<file path="src/rtl/lidar_frame_rx_if.sv">
// Output-side bundle of the AGV lidar frame receiver: serial input plus the parallel frame result.
// The receiver uses the master modport; the consumer (control logic or bench) uses slave.
interface lidar_frame_rx_if #(
  parameter int unsigned PAYLOAD_BYTES = 6
);
  logic                       rxd;
  logic [PAYLOAD_BYTES*8-1:0] frame_data;
  logic                       frame_valid;
  logic                       frame_err;
  logic                       rx_busy;

  modport master (
    input  rxd,
    output frame_data,
    output frame_valid,
    output frame_err,
    output rx_busy
  );

  modport slave (
    output rxd,
    input  frame_data,
    input  frame_valid,
    input  frame_err,
    input  rx_busy
  );
endinterface

</file>
<file path="src/rtl/lidar_frame_rx.sv">
// 8N1 UART receiver that hunts for a two-byte header and then assembles a
// fixed-length payload, presenting it in parallel with a one-cycle strobe.
module lidar_frame_rx #(
  parameter int unsigned CLKS_PER_BIT  = 434,
  parameter int unsigned PAYLOAD_BYTES = 6,
  parameter logic [7:0]  HDR0          = 8'h55,
  parameter logic [7:0]  HDR1          = 8'hAA
) (
  input logic            clk,
  input logic            reset_n,
  lidar_frame_rx_if.master bus
);

  localparam int unsigned FRAME_W = PAYLOAD_BYTES * 8;
  localparam int unsigned CNT_W   = $clog2(CLKS_PER_BIT);
  localparam int unsigned BCNT_W  = $clog2(PAYLOAD_BYTES + 1);

  localparam logic [CNT_W-1:0]  BIT_LAST  = CNT_W'(CLKS_PER_BIT - 1);
  localparam logic [CNT_W-1:0]  HALF_LAST = CNT_W'(CLKS_PER_BIT / 2 - 1);
  localparam logic [BCNT_W-1:0] BYTE_LAST = BCNT_W'(PAYLOAD_BYTES - 1);

  typedef enum logic [1:0] {BIT_IDLE, BIT_START, BIT_DATA, BIT_STOP} bit_state_e;
  typedef enum logic [1:0] {FR_HUNT0, FR_HUNT1, FR_PAYLOAD} frame_state_e;

  logic rxMeta_q, rxs_q, rxsPrev_q;

  bit_state_e       bitState_q, bitState_d;
  logic [CNT_W-1:0] cycleCnt_q, cycleCnt_d;
  logic [2:0]       bitIdx_q, bitIdx_d;
  logic [7:0]       shift_q, shift_d;
  logic             byteValid;
  logic             stopErr;

  frame_state_e      frState_q, frState_d;
  logic [BCNT_W-1:0] byteCnt_q, byteCnt_d;
  logic [FRAME_W-1:0] assembly_q, assembly_d;
  logic [FRAME_W-1:0] frameData_q, frameData_d;
  logic               frameValid_q, frameValid_d;

  // Idle-high synchroniser; rxsPrev_q gives the falling-edge reference.
  always_ff @(posedge clk or negedge reset_n) begin
    if (!reset_n) begin
      rxMeta_q  <= 1'b1;
      rxs_q     <= 1'b1;
      rxsPrev_q <= 1'b1;
    end else begin
      rxMeta_q  <= bus.rxd;
      rxs_q     <= rxMeta_q;
      rxsPrev_q <= rxs_q;
    end
  end

  always_ff @(posedge clk or negedge reset_n) begin
    if (!reset_n) begin
      bitState_q <= BIT_IDLE;
      cycleCnt_q <= '0;
      bitIdx_q   <= '0;
      shift_q    <= '0;
    end else begin
      bitState_q <= bitState_d;
      cycleCnt_q <= cycleCnt_d;
      bitIdx_q   <= bitIdx_d;
      shift_q    <= shift_d;
    end
  end

  always_comb begin
    bitState_d = bitState_q;
    cycleCnt_d = cycleCnt_q;
    bitIdx_d   = bitIdx_q;
    shift_d    = shift_q;
    byteValid  = 1'b0;
    stopErr    = 1'b0;
    unique case (bitState_q)
      BIT_IDLE: begin
        if (rxsPrev_q && !rxs_q) begin
          bitState_d = BIT_START;
          cycleCnt_d = '0;
        end
      end
      BIT_START: begin
        if (cycleCnt_q == HALF_LAST) begin
          cycleCnt_d = '0;
          bitIdx_d   = '0;
          bitState_d = rxs_q ? BIT_IDLE : BIT_DATA;
        end else begin
          cycleCnt_d = cycleCnt_q + CNT_W'(1);
        end
      end
      BIT_DATA: begin
        if (cycleCnt_q == BIT_LAST) begin
          cycleCnt_d = '0;
          shift_d    = {rxs_q, shift_q[7:1]};
          if (bitIdx_q == 3'd7) begin
            bitState_d = BIT_STOP;
          end else begin
            bitIdx_d = bitIdx_q + 3'd1;
          end
        end else begin
          cycleCnt_d = cycleCnt_q + CNT_W'(1);
        end
      end
      BIT_STOP: begin
        // Leaving at mid-stop lets a start bit that follows with no idle gap be caught.
        if (cycleCnt_q == BIT_LAST) begin
          cycleCnt_d = '0;
          byteValid  = rxs_q;
          stopErr    = !rxs_q;
          bitState_d = BIT_IDLE;
        end else begin
          cycleCnt_d = cycleCnt_q + CNT_W'(1);
        end
      end
      default: bitState_d = BIT_IDLE;
    endcase
  end

  always_ff @(posedge clk or negedge reset_n) begin
    if (!reset_n) begin
      frState_q    <= FR_HUNT0;
      byteCnt_q    <= '0;
      assembly_q   <= '0;
      frameData_q  <= '0;
      frameValid_q <= 1'b0;
    end else begin
      frState_q    <= frState_d;
      byteCnt_q    <= byteCnt_d;
      assembly_q   <= assembly_d;
      frameData_q  <= frameData_d;
      frameValid_q <= frameValid_d;
    end
  end

  always_comb begin
    frState_d    = frState_q;
    byteCnt_d    = byteCnt_q;
    assembly_d   = assembly_q;
    frameData_d  = frameData_q;
    frameValid_d = 1'b0;
    if (stopErr) begin
      frState_d = FR_HUNT0;
      byteCnt_d = '0;
    end else if (byteValid) begin
      unique case (frState_q)
        FR_HUNT0: begin
          if (shift_q == HDR0) frState_d = FR_HUNT1;
        end
        FR_HUNT1: begin
          // A repeated HDR0 keeps the hunt armed so "55 55 AA" still locks.
          if (shift_q == HDR1) begin
            frState_d = FR_PAYLOAD;
            byteCnt_d = '0;
          end else if (shift_q != HDR0) begin
            frState_d = FR_HUNT0;
          end
        end
        FR_PAYLOAD: begin
          assembly_d = (assembly_q << 8) | FRAME_W'(shift_q);
          if (byteCnt_q == BYTE_LAST) begin
            frameData_d  = assembly_d;
            frameValid_d = 1'b1;
            frState_d    = FR_HUNT0;
            byteCnt_d    = '0;
          end else begin
            byteCnt_d = byteCnt_q + BCNT_W'(1);
          end
        end
        default: frState_d = FR_HUNT0;
      endcase
    end
  end

  assign bus.frame_data  = frameData_q;
  assign bus.frame_valid = frameValid_q;
  assign bus.frame_err   = stopErr;
  assign bus.rx_busy     = (bitState_q != BIT_IDLE);

endmodule

</file>
<file path="src/flat_wrapper.sv">
// flat-port wrapper written by rule: the top's interface ports become plain ports
module lidar_frame_rx_flat 
#(
  parameter int unsigned CLKS_PER_BIT  = 434,
  parameter int unsigned PAYLOAD_BYTES = 6,
  parameter logic [7:0]  HDR0          = 8'h55,
  parameter logic [7:0]  HDR1          = 8'hAA
)
  (clk, reset_n, bus_rxd, bus_frame_data, bus_frame_valid, bus_frame_err, bus_rx_busy);
  lidar_frame_rx_if #(.PAYLOAD_BYTES(PAYLOAD_BYTES)) bus_i ();
  input logic clk;
  input logic reset_n;
  input wire logic [$bits(bus_i.rxd)-1:0] bus_rxd;
  output wire logic [$bits(bus_i.frame_data)-1:0] bus_frame_data;
  output wire logic [$bits(bus_i.frame_valid)-1:0] bus_frame_valid;
  output wire logic [$bits(bus_i.frame_err)-1:0] bus_frame_err;
  output wire logic [$bits(bus_i.rx_busy)-1:0] bus_rx_busy;
  assign bus_i.rxd = bus_rxd;
  assign bus_frame_data = bus_i.frame_data;
  assign bus_frame_valid = bus_i.frame_valid;
  assign bus_frame_err = bus_i.frame_err;
  assign bus_rx_busy = bus_i.rx_busy;
  lidar_frame_rx #(.CLKS_PER_BIT(CLKS_PER_BIT), .PAYLOAD_BYTES(PAYLOAD_BYTES), .HDR0(HDR0), .HDR1(HDR1)) u_core (.clk(clk), .reset_n(reset_n), .bus(bus_i));
endmodule
</file>
<file path="config.mk">
export PLATFORM = sky130hd
export DESIGN_NAME = lidar_frame_rx_flat
export DESIGN_NICKNAME = d
export VERILOG_FILES = /design/src/rtl/lidar_frame_rx_if.sv /design/src/rtl/lidar_frame_rx.sv /design/src/flat_wrapper.sv
export SDC_FILE = /design/constraint.sdc
export NUM_CORES = 1
export LEC_CHECK = 0
export ABC_AREA = 1
export CAP_MARGIN = 20
export CORE_MARGIN = 1
export CORE_UTILIZATION = 35
export DETAILED_ROUTE_END_ITERATION = 8
export SLEW_MARGIN = 20
export SYNTH_ARGS = -nofsm -noshare
export SYNTH_HDL_FRONTEND = slang
export SYNTH_SLANG_ARGS = --single-unit
</file>
<file path="constraint.sdc">
create_clock -name clk -period 1.6 [get_ports clk]
set_input_delay 0.4 -clock clk [delete_from_list [all_inputs] [get_ports clk]]
set_output_delay 0.4 -clock clk [all_outputs]
set_load 0.01 [all_outputs]
</file>
==> qor.yml <==
grt_start_max_net_pins: 95
num-fill-cells: 1146
seqPwrFrac_pct: 36.9
setup_viol: 101
synth.yosys.seq_area_share_pct: 58.75
worst_slew_pin_slew_ns: 0.5118
critical_path_class: "flip-flop to output pin"
n_antenna_cell: 0
p_per_area_nw_per_um2: 1045
worst_hold_slack_ns: 0.3610
cp_top_family: "flip-flops"
endpoint_kind: "output pin"
swShare_pct: 26.61
cts-buffers-inserted: 17
rows: 43
area.growth.synth_to_final_pct: 60.08
status: "finished, violations left"
rsz0062_at_grt: "yes"
crit_top_cell: "inv_2"
overflow: 0
critPathRequiredTime_ns: 1.20
drv_slew: 0
drv_cap: 0
clkTransAtPathRegs_ns: 0.05
critPathSlowestCell: "dfrtp_1"
critPathMaxFanout: 2
intPower_mw: 6.232
seqCellArea_um2: 2983
p_sw_mw: 2.260
placed_area_um2: 6038
crit_buf_inv: 3
p_comb_share_pct: 16.8
routed_wl_um: 14280
multi_input_area_um2: 2541
portBuffers: 53
die_w_um: 122.4
coreArea_um2: 13990
track_usage_pct: 17.58
place.gp.congestion: 0.8028
nets: 688
clock_sinks: 119
clkPwrFrac_pct: 46.2
vias: 4296
start_util_pct: 36.28
post-route-period-util_pct: 113.3
clkLatencyLatePin_ns: 0.42
yosysUniqueCellTypes: 28
drtIter0Drc: 195
io_pins: 54
ys_seq_elements: 119
hpwl_um: 6852
layout_setup_ws_ns: -0.2123
synth.area.top_cells: "dfrtp_1, nand2_1, o21ai_0"
finalHoldViolCount: 0
syn_area_per_cell_um2: 9.210
synth_warnings: 0
worstSetupStartpointType: "flip-flop"
synth.top_cell.area_share_pct: 57.20
p_leak_nw: 3.933
drc: 0
syn_area_um2: 5075
dr.pass1.iters: 4
cp_cell_sequence: "inv_2 > ha_4 > nand2_4 > nor2_4 > nand3_2 > inv_2 > buf_6"
final_area_um2: 8124
final.setup.tns_ns: -12.97
period_needed_ns: 1.812
htreeDepth: 4
fin_skew_ns: 0.01032
drive_above_1_share_pct: 45.80
peakVddDrop_mv: 0.8914
slowest_delay_ns: 0.39
grt_pass1_wl_um: 19890
cts_tree: "done"
syn-num-nets: 562
root_buffer: "clkbuf_16"
violations: "negative setup slack"
postRouteAntennaNets: 0
chipHeight_um: 122.4
wl_per_cell_um: 16.41
timing.fmax_mhz: 551.8
syn_inst: 551
slew_headroom_pct: 65.88
antenna_found_initial: 0
cts_buffer_depth: 2
grt_pass1_vias: 3980
hp-class: "flip-flop to flip-flop"
die-area_um2: 14990
drt-vias-per-instance: 4.938
critPathArrivalTime_ns: 1.41
yosys.area.top_type: "dfrtp_1"
## cells in the mapped netlist (all sizes together)
| cell type | n |
|---|---|
| a21oi | 2 |
| buf | 16 |
| nand3 | 18 |
| ha | 8 |
| nor2 | 22 |
| nand4 | 5 |
| o21ai | 106 |
| nor3b | 1 |
| o22ai | 3 |
| dfrtp | 116 |
| xnor2 | 2 |
| dfstp | 3 |
| xor2 | 1 |
| inv | 76 |
| a31oi | 2 |
| clkbuf | 3 |
| nor3 | 3 |
| nand2 | 164 |
## sequential cells by signal, summed over array words and instances (netlist names), named ones only
| name | flops |
|---|---|
| u_core.rxMeta_q | 1 |
| u_core.assembly_q | 40 |
| u_core.bus.frame_valid | 1 |
| u_core.bitIdx_q | 3 |
| u_core.bus.frame_data | 48 |
| u_core.rxsPrev_q | 1 |
| u_core.rxs_q | 1 |
| u_core.bitState_q | 1 |
| u_core.shift_q | 8 |
| u_core.frState_q | 2 |
| u_core.byteCnt_q | 3 |
| u_core.cycleCnt_q | 9 |
## logic make-up after synthesis
group / synth area share [%]
AO/OA/AOI/OAI: 12.60
XOR/XNOR: 0.5178
adder cells (fa/ha/maj): 1.972
buffers and inverters: 8.481
flip-flops: 58.75
AND/OR/NAND/NOR: 17.68
## power groups by stage
stage	logic [mW]	registers, mW	clock network (mW)
final	1.43	3.14	3.92
after global placement	0.866	3.17	0
after global routing	1.57	3.15	4.15
after floorplan	0.413	3.19	0
after CTS	1.04	3.14	3.96
after detailed placement	0.877	3.18	0
## per-stage QoR
step | setup slack (ns) | util [%] | instances | total power [mW]
floorplan | 0.01656 | - | 551 | 3.608
global placement | -0.2619 | 43.17 | 804 | 4.038
detailed placement | -0.2865 | 43.17 | 804 | 4.052
CTS | -0.2137 | 49.78 | 853 | 8.132
global route | -0.3247 | 58.08 | 870 | 8.863
finish | -0.2123 | 58.08 | 870 | 8.492
## layout by cell type (no fill, tap or decap), types with 3 or more instances in the layout
cell	n
dfrtp_1	115
o21ai_2	68
inv_1	65
nand2_1	58
nand2_4	52
nand2_2	51
dlygate4sd2_1	49
o21ai_1	33
buf_4	30
clkbuf_16	25
buf_6	17
nor2_1	13
nand3_1	10
buf_12	9
buf_8	8
nor2_4	7
ha_1	6
inv_2	5
nand3_2	5
nand4_1	5
o21ai_0	4
clkinvlp_4	4
inv_4	3
nand3_4	3
nand2_8	3
o22ai_1	3
bufinv_16	3
buf_16	3
dfstp_2	3
## area by class of cell
| class | instances | area share [%] |
|---|---|---|
| multi-input cells | 337 | 31.28 |
| inverters | 76 | 3.912 |
| flip-flops and latches | 119 | 36.72 |
| clock buffers | 21 | 5.668 |
| clock inverters | 11 | 1.817 |
| repair buffers | 126 | 17.83 |
| well taps | 180 | 2.772 |
## layer usage
| layer | vias up | global-route usage, % | part of all wire (%) |
|---|---|---|---|
| met4 | 0 | 6.326 | 2.2 |
| met1 | 2160 | 22.94 | 44 |
| li1 | 2014 | - | - |
| met5 | - | 0 | 0 |
| met2 | 97 | 27.77 | 50 |
| met3 | 25 | 5.019 | 4.1 |
## worst reg2reg max path, stage by stage, from the launching register on
cell	delay, ns
dfrtp_1	0.39
inv_2	0.08
ha_4	0.14
nand2_4	0.05
nor2_4	0.10
buf_6	0.14
nand3_4	0.08
nor2_4	0.16
buf_12	0.13
nand2_8	0.10
buf_12	0.19
nand2_2	0.06
o21ai_1	0.07
## timing repair
| action | CTS | global route |
|---|---|---|
| hold buffers | 1 | 0 |
| gates cloned | 7 | 13 |
| setup endpoints to repair | 163 | 118 |
| endpoints found under the hold margin | 25 | 0 |
| pin swaps | 3 | 18 |
| buffers inserted | 9 | 12 |
| gates resized for setup | 92 | 324 |
## worst paths after layout
kind                                             end  cells past startpoint  slack, ns                  from
max                                    bus_frame_err                      7      -0.21  u_core.cycleCnt_q[1]
min                                     u_core.rxs_q                      0       0.36       u_core.rxMeta_q
max reg2reg                u_core.bus.frame_data[44]                     12      -0.21  u_core.cycleCnt_q[1]
min reg2reg                             u_core.rxs_q                      0       0.36       u_core.rxMeta_q
max in group asynchronous   u_core.bus.frame_data[0]                      3       0.59               reset_n
min in group asynchronous  u_core.bus.frame_data[34]                      3       0.54               reset_n
(Power assumes the default switching activity.)
